$ cat config.mk
export PLATFORM = sky130hd
export DESIGN_NAME = vram_swap_ctrl
export DESIGN_NICKNAME = d
export VERILOG_FILES = /design/src/rtl/vram_swap_ctrl.sv
export SDC_FILE = /design/constraint.sdc
export NUM_CORES = 1
export LEC_CHECK = 0
export CAP_MARGIN = 40
export CORE_MARGIN = 3
export CORE_UTILIZATION = 40
export DETAILED_ROUTE_END_ITERATION = 10
export PLACE_DENSITY = 0.95
export SYNTH_ARGS = -nofsm -noshare
export SYNTH_HDL_FRONTEND = slang
export SYNTH_SLANG_ARGS = --single-unit
$ cat constraint.sdc
create_clock -name clk -period 6.3 [get_ports clk]
set_input_delay 1.575 -clock clk [delete_from_list [all_inputs] [get_ports clk]]
set_output_delay 1.575 -clock clk [all_outputs]
set_load 0.05 [all_outputs]
$ cat src/rtl/vram_swap_ctrl.sv
// vram_swap_ctrl: commits a CPU frame to the double-buffered VRAM at vblank,
// then copies the newly displayed buffer back into the CPU-side buffer.
// The CPU-side write port is shared between CPU writes and the copy engine.
// Optional build macro: VRAM_SWAP_IRQ_EN adds irq / irq_ack ports.
module vram_swap_ctrl #(
  parameter int unsigned ADDR_W     = 10,
  parameter int unsigned DATA_W     = 32,
  parameter int unsigned COPY_DEPTH = 1024
) (
  input  logic              clk,
  input  logic              rst_n,
  input  logic              swap_req,
  input  logic              vblank,
  input  logic [ADDR_W-1:0] cpu_addr,
  input  logic [DATA_W-1:0] cpu_wrdata,
  input  logic              cpu_wren,
  input  logic              clr_dropped,
  output logic [ADDR_W-1:0] src_addr,
  input  logic [DATA_W-1:0] src_rddata,
  output logic [ADDR_W-1:0] dst_addr,
  output logic [DATA_W-1:0] dst_wrdata,
  output logic              dst_wren,
  output logic              swap,
  output logic              busy,
  output logic              swap_done,
  output logic [15:0]       frame_cnt,
`ifdef VRAM_SWAP_IRQ_EN
  output logic              irq,
  input  logic              irq_ack,
`endif
  output logic              cpu_wr_dropped
);

  // One extra bit so a full 2**ADDR_W copy can still reach its terminal count
  localparam int unsigned CNT_W = ADDR_W + 1;
  localparam logic [CNT_W-1:0] LAST_CNT = CNT_W'(COPY_DEPTH);

  typedef enum logic [2:0] {
    S_IDLE  = 3'd0,
    S_ARMED = 3'd1,
    S_SWAP  = 3'd2,
    S_COPY  = 3'd3,
    S_DONE  = 3'd4
  } state_t;

  state_t state, next_state;

  logic [CNT_W-1:0]  rd;
  logic              pending;
  logic              wr_en_q;
  logic [ADDR_W-1:0] wr_addr_q;
  logic              swap_q;
  logic              busy_q;
  logic              done_q;
  logic [15:0]       frame_q;
  logic              dropped_q;
  logic              copy_own;
  logic              drop;

  // State register
  always_ff @(posedge clk or negedge rst_n) begin
    if (!rst_n) state <= S_IDLE;
    else        state <= next_state;
  end

  // Next-state logic
  always_comb begin
    next_state = state;
    case (state)
      S_IDLE:  if (swap_req) next_state = S_ARMED;
      S_ARMED: if (vblank)   next_state = S_SWAP;
      S_SWAP:  next_state = S_COPY;
      S_COPY:  if (rd == LAST_CNT) next_state = S_DONE;
      S_DONE:  next_state = (pending || swap_req) ? S_ARMED : S_IDLE;
      default: next_state = S_IDLE;
    endcase
  end

  // Write-port arbitration: CPU passes through unless the copy engine owns the port
  always_comb begin
    copy_own   = 1'b0;
    dst_addr   = cpu_addr;
    dst_wrdata = cpu_wrdata;
    dst_wren   = cpu_wren;
    case (state)
      S_SWAP, S_COPY, S_DONE: begin
        copy_own   = 1'b1;
        dst_addr   = wr_addr_q;
        dst_wrdata = src_rddata;
        dst_wren   = wr_en_q;
      end
      default: ;
    endcase
    drop = cpu_wren && copy_own;
  end

  // Copy engine: read stage drives src_addr, write stage lags one cycle
  always_ff @(posedge clk or negedge rst_n) begin
    if (!rst_n) begin
      rd        <= '0;
      wr_en_q   <= 1'b0;
      wr_addr_q <= '0;
    end else begin
      if (state == S_COPY && rd != LAST_CNT) rd <= rd + CNT_W'(1);
      else                                   rd <= '0;
      wr_en_q   <= (state == S_COPY) && (rd != LAST_CNT);
      wr_addr_q <= rd[ADDR_W-1:0];
    end
  end

  // Status outputs, frame counter, pending request and drop flag
  always_ff @(posedge clk or negedge rst_n) begin
    if (!rst_n) begin
      swap_q    <= 1'b0;
      busy_q    <= 1'b0;
      done_q    <= 1'b0;
      frame_q   <= '0;
      pending   <= 1'b0;
      dropped_q <= 1'b0;
    end else begin
      swap_q <= (next_state == S_SWAP);
      busy_q <= (next_state != S_IDLE);
      done_q <= (next_state == S_DONE);
      if (next_state == S_DONE && state != S_DONE) frame_q <= frame_q + 16'd1;
      if (state == S_DONE)              pending <= 1'b0;
      else if (swap_req && copy_own)    pending <= 1'b1;
      if (drop)             dropped_q <= 1'b1;
      else if (clr_dropped) dropped_q <= 1'b0;
    end
  end

`ifdef VRAM_SWAP_IRQ_EN
  logic irq_q;

  // Completion interrupt: set after swap_done, held until acknowledged
  always_ff @(posedge clk or negedge rst_n) begin
    if (!rst_n)       irq_q <= 1'b0;
    else if (done_q)  irq_q <= 1'b1;
    else if (irq_ack) irq_q <= 1'b0;
  end

  assign irq = irq_q;
`endif

  assign src_addr       = rd[ADDR_W-1:0];
  assign swap           = swap_q;
  assign busy           = busy_q;
  assign swap_done      = done_q;
  assign frame_cnt      = frame_q;
  assign cpu_wr_dropped = dropped_q;

endmodule

==> flow_summary.ini <==
[outcome]
run_status = complete, no violations

[synthesis]
yosys.area.top_type = dfrtp_1
syn-num-nets = 300
synth_area_leaders = dfrtp_1 (46%), mux2_2 (20%), xnor2_1 (6.7%)
yosysTopAreaCellShare_pct = 46.1
netlist_area_sq_um = 2500
ys_ff_latch = 46
yosysWarnings = 0
syn_area_per_cell_sq_um = 11.5
ys.flop_type = dfrtp_1
synthArstFlopShare_pct = 100
synth_common_cells = dfrtp_1 (46), mux2_2 (44), xnor2_1 (19), nor2_1 (13), nand3_1 (11)
synth_cell_type_count = 32
synth_edf_count = 0
synthCells = 217
ys_seq_area_share_pct = 46.1
yosysMostFrequentCell = dfrtp_1

[worst_setup_path]
worst-setup-path-type = input port to primary output
cp_max_fo = 2
arrival_ns = 3.01
cp.required_ns = 4.72
startpoint_type = input port
end_kind = primary output

[sta]
worst_slack_ns = 1.72
worst_pin_slew_ns = 0.622
period_share_pct = 72.7
fmax_mhz = 218
fin_skew_ns = 0.00388
setup_viol = 0
rsz0062_at_grt = false
fin_crit_ns = 4.58
drv_slew = 0
setup_tns_ns = 0
hold_violations = 0
slew-limit-headroom_pct = 58.2

[floorplan]
floorplan.core_area_sq_um = 5990
std_cell_rows = 28
dieArea_sq_um = 7230
initial_core_util_pct = 41.7
fp.dieW_um = 85.0
fp.dieH_um = 85.0
ios = 153

[cts]
post_cts_buffers = 0
path_clk_slew_ns = 0.08
cts_root_buffer = clkbuf_8
clock-sinks = 46
worstSkewPairLatency_ns = 0.29
cts_buffers = 5
cts_resized = 0
clock_path_buffers = 2
cts_hold_buf = 0
htree_levels = 2
tritoncts = done

[route]
drcViolationCount = 0
wl_um = 7460
antenna_left = 0
wl_per_cell_um = 17.2
via_count = 2214
dr.first_iter.drc_count = 29
vias_per_cell = 5.10
firstDrtPassIters = 4

[flow_run]
cap_violations = 0

[final_layout]
drive_above_1_share_pct = 17.0
postLayoutCellArea_sq_um = 4150
antenna_cells = 0
nNetsFinal = 442
final_util_pct = 69.3
areaGrowthSynthToFinish_pct = 66.2

[power]
power_density_nw_per_um2 = 253
total_power_mw = 1.05
p_comb_share_pct = 42.8
switchingPower_mw = 0.409
p_leak_nw = 1.71
switching_share_pct = 38.9
pwr-share-clk_pct = 20.8
p_seq_share_pct = 36.4
p_int_mw = 0.643
vdd_drop_max_uv = 195

[placement]
dp_worst_setup_slack_ns = 1.71
placed_area_sq_um = 4040
io_buffers = 152
place_congestion = 0.810
dpl.hpwl_um = 6020

[grt]
overflow = 0
grtUsageTotal_pct = 20.1
grt_pass1_wl_um = 11700
grt_pass1_vias = 2291
grt_max_degree = 45
antenna_found_initial = 0

[worst_hold_path]
min_path_type = register to register
[registers in the layout (all words and copies together) (netlist names)]
register and flops:
swap_done 1, cpu_wr_dropped 1, swap 1, state 3, busy 1, frame_cnt 16, rd 11, wr_addr_q 10
wr_en_q 1, pending 1
[critical path, cell delays in order]
cell             delay, ns
clkdlybuf4s50_1       0.48
mux2_2                0.14
clkdlybuf4s50_1       0.81
[power by group through the flow]
stage	logic, mW	registers (mW)	clock network (mW)
2_1_floorplan	0.315	0.372	0
3_3_place_gp	0.443	0.385	0
3_5_place_dp	0.454	0.389	0
4_1_cts	0.455	0.383	0.224
5_1_grt	0.472	0.392	0.232
6_report	0.450	0.383	0.219
[cells by family after synthesis]
group / Yosys count / synth area share (%)
xor+xnor: 24 / 8.41
buf+inv: 26 / 5.66
mux: 46 / 20.6
simple gates: 64 / 15.8
compound gates: 8 / 1.90
flops: 46 / 46.1
fa+ha+maj: 3 / 1.50
[layer usage]
metal | GRT usage, % | wire [um]
met2 | 38.8 | 4130
met5 | 0 | 0
met4 | 3.02 | 50
met1 | 22.8 | 2740
met3 | 4.37 | 540
[worst paths after layout]
check / end / cells past startpoint / slack (ns) / from
max: dst_wren / 3 / 1.72 / cpu_wren
min: frame_cnt[15]$_DFFE_PN0P_ / 1 / 0.47 / frame_cnt[15]$_DFFE_PN0P_
max reg2reg: state[0]$_DFF_PN0_ / 6 / 3.94 / rd[0]$_DFF_PN0_
min reg2reg: frame_cnt[15]$_DFFE_PN0P_ / 1 / 0.47 / frame_cnt[15]$_DFFE_PN0P_
max in group asynchronous: rd[1]$_DFF_PN0_ / 2 / 4.51 / rst_n
min in group asynchronous: busy$_DFF_PN0_ / 1 / 1.28 / rst_n
[placed cells by master, fill, tap and decap left out, types with 3 or more instances in the layout]
master           instances
and4_1                   3
and3_1                   5
nand4_1                  6
nand3_1                 11
mux2_2                  44
clkdlybuf4s50_1        151
nand2_1                  7
dfrtp_1                 46
a21oi_1                  4
clkbuf_8                 6
nor3_1                   4
nor2_1                  13
ha_1                     3
xnor2_1                 19
inv_1                    7
xor2_1                   5
[stage by stage]
| stage | hold WS [ns] | instances |
|---|---|---|
| after floorplan | 0.430 | 217 |
| after global placement | 0.457 | 426 |
| after detailed placement | 0.467 | 427 |
| after CTS | 0.479 | 434 |
| after global routing | 0.486 | 434 |
| final | 0.472 | 434 |
[layout make-up]
class / instances / area [sq um]
Clock buffer: 6 / 82.6
Clock inverter: 1 / 30.0
Fill cell: 454 / 1840
Inverter: 7 / 26.3
Multi-Input combinational cell: 145 / 1220
Sequential cell: 46 / 1150
Tap cell: 75 / 93.8
Timing Repair Buffer: 154 / 1550
Power figures use the tool's default switching activity.
